File: config.mk
export PLATFORM = sky130hd
export DESIGN_NAME = addressing_write_sequencer
export DESIGN_NICKNAME = d
export VERILOG_FILES = /design/src/rtl/addressing_write_sequencer_pkg.sv /design/src/rtl/addressing_write_sequencer_thread_slot_counter.sv /design/src/rtl/addressing_write_sequencer.sv
export SDC_FILE = /design/constraint.sdc
export NUM_CORES = 1
export LEC_CHECK = 0
export ABC_AREA = 1
export BUFFER_PORTS_ARGS = -buffer_cell sky130_fd_sc_hd__buf_4
export CAP_MARGIN = 20
export CELL_PAD_IN_SITES_DETAIL_PLACEMENT = 0
export CELL_PAD_IN_SITES_GLOBAL_PLACEMENT = 1
export CORE_UTILIZATION = 28
export DETAILED_ROUTE_END_ITERATION = 7
export GPL_TIMING_DRIVEN = 0
export PLACE_DENSITY = 0.77
export SYNTH_ARGS = -nofsm -noshare
export SYNTH_HDL_FRONTEND = slang
export SYNTH_SLANG_ARGS = --single-unit
File: constraint.sdc
create_clock -name clock -period 2.1 [get_ports clock]
set_clock_uncertainty 0.2 [all_clocks]
set_input_delay 0.315 -clock clock [delete_from_list [all_inputs] [get_ports clock]]
set_output_delay 0.315 -clock clock [all_outputs]
set_load 0.01 [all_outputs]
File: src/rtl/addressing_write_sequencer_pkg.sv
// Shared constants, encodings and write-word packing for the addressing write sequencer.
// The packing helpers build the sequencer-side address and data from a checked request.
package addressing_write_sequencer_pkg;

   localparam int WORD_WIDTH              = 36;
   localparam int D_OPERAND_WIDTH         = 12;
   localparam int THREAD_COUNT            = 8;
   localparam int THREAD_ADDR_WIDTH       = 3;
   localparam int INITIAL_THREAD          = 6;
   localparam int PO_INC_COUNT            = 4;
   localparam int PO_INC_COUNT_ADDR_WIDTH = 2;

   localparam int DEFAULT_OFFSET_WRITE_ADDR_OFFSET     = 1000;
   localparam int PROGRAMMED_OFFSETS_WRITE_ADDR_OFFSET = 1004;
   localparam int INCREMENTS_WRITE_ADDR_OFFSET         = 1008;

   localparam int DEFAULT_OFFSET_WRITE_WORD_OFFSET     = 0;
   localparam int DEFAULT_OFFSET_WRITE_WORD_WIDTH      = 10;
   localparam int PROGRAMMED_OFFSETS_WRITE_WORD_OFFSET = 0;
   localparam int PROGRAMMED_OFFSETS_WRITE_WORD_WIDTH  = 10;
   localparam int INCREMENTS_WRITE_WORD_OFFSET         = 20;
   localparam int INCREMENTS_WRITE_WORD_WIDTH          = 4;

   localparam int STARVE_LIMIT = 15;
   localparam int STARVE_WIDTH = 4;

   typedef enum logic [1:0] {
      KIND_DO  = 2'd0,
      KIND_PO  = 2'd1,
      KIND_INC = 2'd2,
      KIND_BAD = 2'd3
   } cfg_kind_t;

   typedef enum logic [2:0] {
      ST_IDLE  = 3'd0,
      ST_CHECK = 3'd1,
      ST_ERR   = 3'd2,
      ST_WAIT  = 3'd3,
      ST_DONE  = 3'd4
   } seq_state_t;

   function automatic logic [D_OPERAND_WIDTH-1:0] pack_addr(
      input logic [1:0]                         kind,
      input logic [PO_INC_COUNT_ADDR_WIDTH-1:0] index
   );
      logic [D_OPERAND_WIDTH-1:0] a;
      a = '0;
      case (kind)
         KIND_DO:  a = D_OPERAND_WIDTH'(DEFAULT_OFFSET_WRITE_ADDR_OFFSET);
         KIND_PO:  a = D_OPERAND_WIDTH'(PROGRAMMED_OFFSETS_WRITE_ADDR_OFFSET) + D_OPERAND_WIDTH'(index);
         KIND_INC: a = D_OPERAND_WIDTH'(INCREMENTS_WRITE_ADDR_OFFSET) + D_OPERAND_WIDTH'(index);
         default:  a = '0;
      endcase
      return a;
   endfunction

   // Only the kind's field is populated; every other bit of the word is zero.
   function automatic logic [WORD_WIDTH-1:0] pack_data(
      input logic [1:0]            kind,
      input logic [WORD_WIDTH-1:0] value
   );
      logic [WORD_WIDTH-1:0] d;
      d = '0;
      case (kind)
         KIND_DO:
            d[DEFAULT_OFFSET_WRITE_WORD_OFFSET +: DEFAULT_OFFSET_WRITE_WORD_WIDTH] =
               value[DEFAULT_OFFSET_WRITE_WORD_WIDTH-1:0];
         KIND_PO:
            d[PROGRAMMED_OFFSETS_WRITE_WORD_OFFSET +: PROGRAMMED_OFFSETS_WRITE_WORD_WIDTH] =
               value[PROGRAMMED_OFFSETS_WRITE_WORD_WIDTH-1:0];
         KIND_INC:
            d[INCREMENTS_WRITE_WORD_OFFSET +: INCREMENTS_WRITE_WORD_WIDTH] =
               value[INCREMENTS_WRITE_WORD_WIDTH-1:0];
         default: d = '0;
      endcase
      return d;
   endfunction

endpackage

File: src/rtl/addressing_write_sequencer_thread_slot_counter.sv
// Barrel write-stage slot tracker: which thread owns the write slot this cycle.
// Wraps COUNT-1 -> 0 and restarts at INITIAL when reset.
module addressing_thread_slot_counter #(
   parameter int COUNT   = 8,
   parameter int WIDTH   = 3,
   parameter int INITIAL = 6
) (
   input  logic             clock,
   input  logic             reset_n,
   output logic [WIDTH-1:0] thread
);

   always_ff @(posedge clock or negedge reset_n) begin
      if (!reset_n) begin
         thread <= WIDTH'(INITIAL);
      end else if (thread == WIDTH'(COUNT - 1)) begin
         thread <= '0;
      end else begin
         thread <= thread + WIDTH'(1);
      end
   end

endmodule

File: src/rtl/addressing_write_sequencer.sv
// Injects configuration writes into the Addressing write port during the target thread's
// free ALU write slot, forcing the slot (and annulling the ALU write) after STARVE_LIMIT losses.
module addressing_write_sequencer
   import addressing_write_sequencer_pkg::*;
(
   input  logic                               clock,
   input  logic                               reset_n,
   // cfg handshake: a request transfers on a cycle with cfg_valid && cfg_ready; cfg_ready is
   // high only in IDLE; the master holds the request fields stable while cfg_valid is high.
   input  logic                               cfg_valid,
   output logic                               cfg_ready,
   input  logic [THREAD_ADDR_WIDTH-1:0]       cfg_thread,
   input  logic [1:0]                         cfg_kind,
   input  logic [PO_INC_COUNT_ADDR_WIDTH-1:0] cfg_index,
   input  logic [WORD_WIDTH-1:0]              cfg_value,
   output logic                               cfg_done,
   output logic                               cfg_error,
   input  logic                               ALU_wren_in,
   input  logic [D_OPERAND_WIDTH-1:0]         ALU_write_addr_in,
   input  logic [WORD_WIDTH-1:0]              ALU_write_data_in,
   output logic                               ALU_annul,
   output logic                               write_wren_out,
   output logic [D_OPERAND_WIDTH-1:0]         write_addr_out,
   output logic [WORD_WIDTH-1:0]              write_data_out,
   output logic [THREAD_ADDR_WIDTH-1:0]       current_thread,
   output logic [STARVE_WIDTH-1:0]            starve_count,
   output seq_state_t                         fsm_state
);

   seq_state_t                         state, state_nxt;
   logic [THREAD_ADDR_WIDTH-1:0]       req_thread;
   logic [1:0]                         req_kind;
   logic [PO_INC_COUNT_ADDR_WIDTH-1:0] req_index;
   logic [WORD_WIDTH-1:0]              req_value;
   logic [D_OPERAND_WIDTH-1:0]         req_addr;
   logic [WORD_WIDTH-1:0]              req_data;
   logic [STARVE_WIDTH-1:0]            starve_q;
   logic                               seq_take;
   logic                               annul;
   logic                               starve_inc;
   logic                               req_bad;
   logic [31:0]                        thread_ext;
   logic [31:0]                        index_ext;

   addressing_thread_slot_counter #(
      .COUNT   (THREAD_COUNT),
      .WIDTH   (THREAD_ADDR_WIDTH),
      .INITIAL (INITIAL_THREAD)
   ) u_slot_counter (
      .clock   (clock),
      .reset_n (reset_n),
      .thread  (current_thread)
   );

   // Range checks are done at 32 bits so they stay meaningful if the counts stop being powers of two.
   assign thread_ext = 32'(req_thread);
   assign index_ext  = 32'(req_index);
   assign req_bad    = (req_kind == KIND_BAD)
                     || (thread_ext >= 32'(THREAD_COUNT))
                     || (((req_kind == KIND_PO) || (req_kind == KIND_INC))
                         && (index_ext >= 32'(PO_INC_COUNT)));

   always_ff @(posedge clock or negedge reset_n) begin
      if (!reset_n) begin
         state      <= ST_IDLE;
         req_thread <= '0;
         req_kind   <= '0;
         req_index  <= '0;
         req_value  <= '0;
         req_addr   <= '0;
         req_data   <= '0;
         starve_q   <= '0;
      end else begin
         state <= state_nxt;
         if (cfg_valid && cfg_ready) begin
            req_thread <= cfg_thread;
            req_kind   <= cfg_kind;
            req_index  <= cfg_index;
            req_value  <= cfg_value;
         end
         if (state == ST_CHECK) begin
            req_addr <= pack_addr(req_kind, req_index);
            req_data <= pack_data(req_kind, req_value);
         end
         if (state == ST_DONE) begin
            starve_q <= '0;
         end else if (starve_inc) begin
            starve_q <= starve_q + STARVE_WIDTH'(1);
         end
      end
   end

   always_comb begin
      state_nxt  = state;
      seq_take   = 1'b0;
      annul      = 1'b0;
      starve_inc = 1'b0;
      case (state)
         ST_IDLE:  if (cfg_valid) state_nxt = ST_CHECK;
         ST_CHECK: state_nxt = req_bad ? ST_ERR : ST_WAIT;
         ST_ERR:   state_nxt = ST_IDLE;
         ST_DONE:  state_nxt = ST_IDLE;
         ST_WAIT: begin
            if (current_thread == req_thread) begin
               if (!ALU_wren_in) begin
                  seq_take  = 1'b1;
                  state_nxt = ST_DONE;
               end else if (starve_q == STARVE_WIDTH'(STARVE_LIMIT)) begin
                  // Out of patience: take the slot and cancel the ALU write.
                  seq_take  = 1'b1;
                  annul     = 1'b1;
                  state_nxt = ST_DONE;
               end else begin
                  starve_inc = 1'b1;
               end
            end
         end
         default: state_nxt = ST_IDLE;
      endcase
   end

   assign cfg_ready      = (state == ST_IDLE);
   assign cfg_done       = (state == ST_DONE);
   assign cfg_error      = (state == ST_ERR);
   assign ALU_annul      = annul;
   assign write_wren_out = seq_take | ALU_wren_in;
   assign write_addr_out = seq_take ? req_addr : ALU_write_addr_in;
   assign write_data_out = seq_take ? req_data : ALU_write_data_in;
   assign starve_count   = starve_q;
   assign fsm_state      = state;

endmodule

# Yosys cells after proc, flatten, opt, wreduce, memory -nomap -nowiden
# Index checks and enable logic that the tools add are counted.
[totals]
ff_bits = 53
out_inout_bits = 63
mem_bits_rw = 0
n_memories = 0
latchBits = 0
wordCells = 64
romBits = 0
inputBits = 95
[op_classes]
magnitude_cmp = 2
mul = 0
reduce_logical = 10
n_div = 0
n_bitwise = 1
shifts = 0
add_sub_neg = 4
eq_ne = 13
mux = 25
[op_table]
columns = ["cell", "count"]
rows = [
  ["36-bit two-way mux", 1],
  ["11-bit one-hot mux with 3 select lines", 1],
  ["10-bit by 2-bit adder with 11-bit output (first input constant)", 2],
  ["3-bit two-way mux", 5],
  ["1-bit two-way mux", 12],
  ["12-bit two-way mux", 1],
  ["4-bit two-way mux", 3],
  ["10-bit two-way mux", 1],
  ["3-bit one-hot mux with 3 select lines", 1],
  ["3-bit by 2-bit == test with 1-bit output (second input constant)", 2],
  ["3-bit == test (second input constant)", 2],
  ["4-bit by 1-bit adder with 4-bit output (second input constant)", 1],
  ["2-bit == test (second input constant)", 2],
  ["4-bit == test (second input constant)", 1],
  ["3-bit by 4-bit >= comparator with 1-bit output (second input constant)", 1],
  ["2-bit != test (second input constant)", 2],
  ["3-bit by 1-bit adder with 3-bit output (second input constant)", 1],
  ["3-bit by 1-bit == test with 1-bit output (second input constant)", 1],
  ["3-bit == test", 1],
  ["2-bit by 3-bit >= comparator with 1-bit output (second input constant)", 1],
  ["3-bit logical NOT", 1],
  ["1-bit logical OR", 3],
  ["3-bit != test (second input constant)", 1],
  ["3-bit AND reduction", 1],
  ["6 further kinds", 7],
]

# Logic depth before layout (Yosys ltp)
[logic_depth]
depth_word = 7
depth_mapped = 10
depth_no_buf = 9

# Modules after synthesis
# Synthesis repeated with hierarchy kept, for this count alone.
[hier_totals]
cells_unflattened = 347
area_unflattened_um2 = 2519.9
[modules_own_cells]
columns = ["mod", "area_per_inst_um2", "seq_area_each_um2", "instances", "cells_per_inst"]
rows = [
  ["addressing_write_sequencer", 2413.6, 1101.1, 1, 341],
  ["addressing_thread_slot_counter", 106.4, 77.6, 1, 6],
]

# Least setup slack after synthesis
# Ideal clock, no wire load.
[synth_path]
path_type = "reg2out"
startpoint = "reg starve_q[0], in the netlist starve_count[0]"
endpoint = "out write_addr_out[8]"
n_path_buf = 1
path_stages_with_launch = 8
setup_slack_ns = 0.172
t_arrival_ns = 1.413
required_time_ns = 1.585
path_cell_list = "dfrtp_1 -> ha_1 -> nand3_1 -> nand2_1 -> nand3_1 -> clkbuf_1 -> nand2_1 -> nand2_1"
[synth_via]
elab_chain_cells = 6
[synth_lines]
columns = ["item", "line_no", "source"]
rows = [
  ["start, declared", "addressing_write_sequencer.sv:37", "logic [STARVE_WIDTH-1:0] starve_q;"],
  ["start signal, assigned", "addressing_write_sequencer.sv:88", "starve_q <= starve_q + STARVE_WIDTH'(1);"],
  ["4-bit == test", "addressing_write_sequencer.sv:108", "end else if (starve_q == STARVE_WIDTH'(STARVE_LIMIT)) begin"],
  ["1-bit two-way mux", "addressing_write_sequencer.sv:108", ""],
  ["1-bit two-way mux", "addressing_write_sequencer.sv:105", "if (!ALU_wren_in) begin"],
  ["1-bit two-way mux", "addressing_write_sequencer.sv:104", "if (current_thread == req_thread) begin"],
  ["1-bit two-way mux", "addressing_write_sequencer.sv:98", "case (state)"],
  ["12-bit two-way mux", "addressing_write_sequencer.sv:127", "assign write_addr_out = seq_take ? req_addr : ALU_write_addr_in;"],
  ["end, declared", "addressing_write_sequencer.sv:23", "output logic [D_OPERAND_WIDTH-1:0] write_addr_out,"],
]
# Every way passes these cells.

# Final worst setup path
[layout_path]
startpoint = "reg starve_q[1], in the netlist starve_count[1]"
endpoint = "out write_data_out[17]"
[layout_via]
elab_chain_cells = 6
[layout_lines]
columns = ["item", "line_no", "source"]
rows = [
  ["4-bit == test", "addressing_write_sequencer.sv:108", ""],
  ["1-bit two-way mux", "addressing_write_sequencer.sv:108", ""],
  ["1-bit two-way mux", "addressing_write_sequencer.sv:105", ""],
  ["1-bit two-way mux", "addressing_write_sequencer.sv:104", ""],
  ["1-bit two-way mux", "addressing_write_sequencer.sv:98", ""],
  ["36-bit two-way mux", "addressing_write_sequencer.sv:128", "assign write_data_out = seq_take ? req_data : ALU_write_data_in;"],
  ["end, declared", "addressing_write_sequencer.sv:24", "output logic [WORD_WIDTH-1:0] write_data_out,"],
]
# Every way passes these cells.

==> flow_metrics.py <==
metrics = {
    "critical_path": {
        "worstSetupEndpointType": "primary output",
        "crit_required_ns": 1.58,
        "critPathLaunchType": "flip-flop",
        "cp_max_fo": 7,
        "worstSetupPathType": "flip-flop to primary output",
        "critical_path_arrival_ns": 1.81,
    },
    "drt": {
        "drc": 0,
        "wl_per_cell_um": 12.88,
        "ant_nets": 0,
        "first_pass_iters": 4,
        "drtIter0Drc": 102,
        "via_per_inst": 4.472,
        "dr_total_vias": 2737,
        "wl_mm": 7.881,
    },
    "floorplan": {
        "core_um2": 8678,
        "dieArea_um2": 9333,
        "io_pins": 158,
        "die_height_um": 96.61,
        "std_cell_rows": 34,
        "start_util": 0.2888,
        "die_w_um": 96.61,
    },
    "run_status": {
        "violations": "negative setup slack",
        "status": "complete, but fails checks",
    },
    "clocking": {
        "htree_levels": 2,
        "cts.sinks": 47,
        "cts_buffer_depth": 2,
        "root_buffer": "clkbuf_8",
        "path_clk_slew_ns": 0.09,
        "cts_tree": "yes",
        "cts-buffers-inserted": 5,
        "clock_latency_ns": 0.30,
    },
    "placed_design": {
        "dp_hpwl_mm": 6.035,
        "numPortBuffers": 131,
        "place.gp.congestion": 0.7726,
        "placed_cells": 591,
    },
    "synthesis": {
        "synthesis.area_um2": 2506,
        "yosys_warnings": 0,
        "syn_inst": 352,
        "ys_ff_latch": 47,
        "avgSynthCellArea_um2": 7.120,
        "synth_area_leader_cell": "dfrtp_1",
        "yosysTopAreaCellShare": 0.4493,
        "synth_area_leaders": "dfrtp_1, nand2_1, nand3_1",
        "synthDistinctLibCells": 22,
        "ys_seq_area_frac": 0.4703,
        "syn-num-nets": 450,
    },
    "sta": {
        "tns_ns": -9.466,
        "rsz0062_at_grt": "true",
        "max_slew_margin": 0.6185,
        "fmax_ghz": 0.4296,
        "max_slew.worst_pin.slew_ns": 0.5723,
        "finalHoldViolations": 0,
        "maxSlewViolCount": 0,
        "period_needed_ns": 2.328,
        "finalCritPeriodShare": 1.108,
        "setup_viol_count_final": 49,
        "fin_ws_ns": -0.2277,
    },
    "layout": {
        "mostFrequentLayoutCells": "buf_4, nand2_1, dfrtp_1",
        "fin_cells": 612,
        "drive_gt1_frac": 0.4802,
        "diodes": 0,
        "fin_util": 0.4811,
        "nets": 601,
        "layout_commonest_cell": "buf_4",
        "area.growth.synth_to_final_pct": 66.60,
    },
    "worst_hold_path": {
        "hold_class": "primary input to flip-flop",
    },
    "power": {
        "irDropWorstVdd_mv": 0.3655,
        "p_leak_nw": 2.383,
        "p_per_area_nw_per_um2": 941.9,
    },
    "global_routing": {
        "grt_pass1_wl_mm": 12.77,
        "grt_pass1_vias": 2628,
        "grt.total_usage": 0.1684,
        "overflow": 0,
        "antenna_found_initial": 0,
        "grt_max_degree": 48,
    },
    "job": {
        "drv_cap": 0,
    },
}
[kinds of logic after synthesis]
kind of cell / count (synthesis) / synth area share
adder cells (fa/ha/maj): 3 / 0.01498
AND/OR/NAND/NOR: 219 / 0.3630
buffers and inverters: 61 / 0.1033
flip-flops: 47 / 0.4703
XOR/XNOR: 3 / 0.01049
AO/OA/AOI/OAI: 19 / 0.03794
[layout make-up]
cell class / instances / area, µm²
Clock inverter: 2 / 35.03
Buffer: 16 / 133.9
Clock buffer: 6 / 82.58
Tap cell: 108 / 135.1
Multi-Input combinational cell: 244 / 1246
Inverter: 45 / 168.9
Fill cell: 871 / 4503
Sequential cell: 47 / 1179
Timing Repair Buffer: 144 / 1195
[worst paths after layout]
kind,start,slack [ns],endpoint,depth (start not counted)
min in group asynchronous,reset_n,0.37,u_slot_counter.thread[0],2
max in group asynchronous,reset_n,0.93,req_data[20],2
max,starve_count[1],-0.23,write_data_out[17],9
max reg2reg,starve_count[1],0.34,starve_count[2],8
min reg2reg,u_slot_counter.thread[0],0.28,u_slot_counter.thread[0],1
min,cfg_kind[0],0.05,req_kind[0],3
[worst max-delay path: stages, from the launching register on]
cell,delay [ns]
dfrtp_1,0.41
ha_2,0.20
nand3_1,0.11
nand2_2,0.16
nand3_4,0.12
buf_12,0.16
buf_6,0.12
nand2_1,0.07
inv_2,0.03
buf_4,0.13
[stage by stage]
step	power (mW)	hold slack [ns]	setup slack (ns)	cell area, µm²
detailed placement	3.055	0.1556	-0.3045	3625
floorplan	2.406	-0.1806	0.1723	2506
finish	3.932	0.04702	-0.2277	4175
global route	4.226	0.05183	-0.3190	4175
global placement	3.017	0.1541	-0.2943	3625
CTS	3.936	0.03901	-0.2684	4130
[flip-flops by register name (all words and copies together), names as in the netlist]
name and cells:
fsm_state 3, req_index 2, req_addr 6, u_slot_counter.thread 3
starve_count 4, req_value 10, req_thread 3, req_data 14
req_kind 2
[cells in the mapped netlist (all sizes together)]
library cell,instances
dfrtp,45
xor2,2
nor3,3
inv,45
nand2,150
o21ai,10
dfstp,2
buf,11
xnor2,1
a21oi,9
clkbuf,5
nor2,17
ha,3
nand3b,2
nand3,47
[routing by layer]
layer  up-vias  GRT usage  share of wire
li1       1380          -              -
met1      1242     0.2018           0.43
met2       107     0.3044           0.50
met3         8    0.03251          0.062
met4         0    0.04822          0.013
met5         -          0              0
[power by group]
part | switching, mW | internal [mW]
logic | 0.998 | 0.771
registers | 0.237 | 1.26
clock network | 0.285 | 0.385
[repair_timing]
action                                  in CTS  in global routing
gates cloned                                 3                  0
hold endpoints to repair                    45                  0
resized for setup                           82                  8
pin swaps                                   11                  7
setup buffers                                6                  3
hold buffers                                 1                  0
endpoints found under the setup margin      49                 51
(Power assumes the default switching activity.)
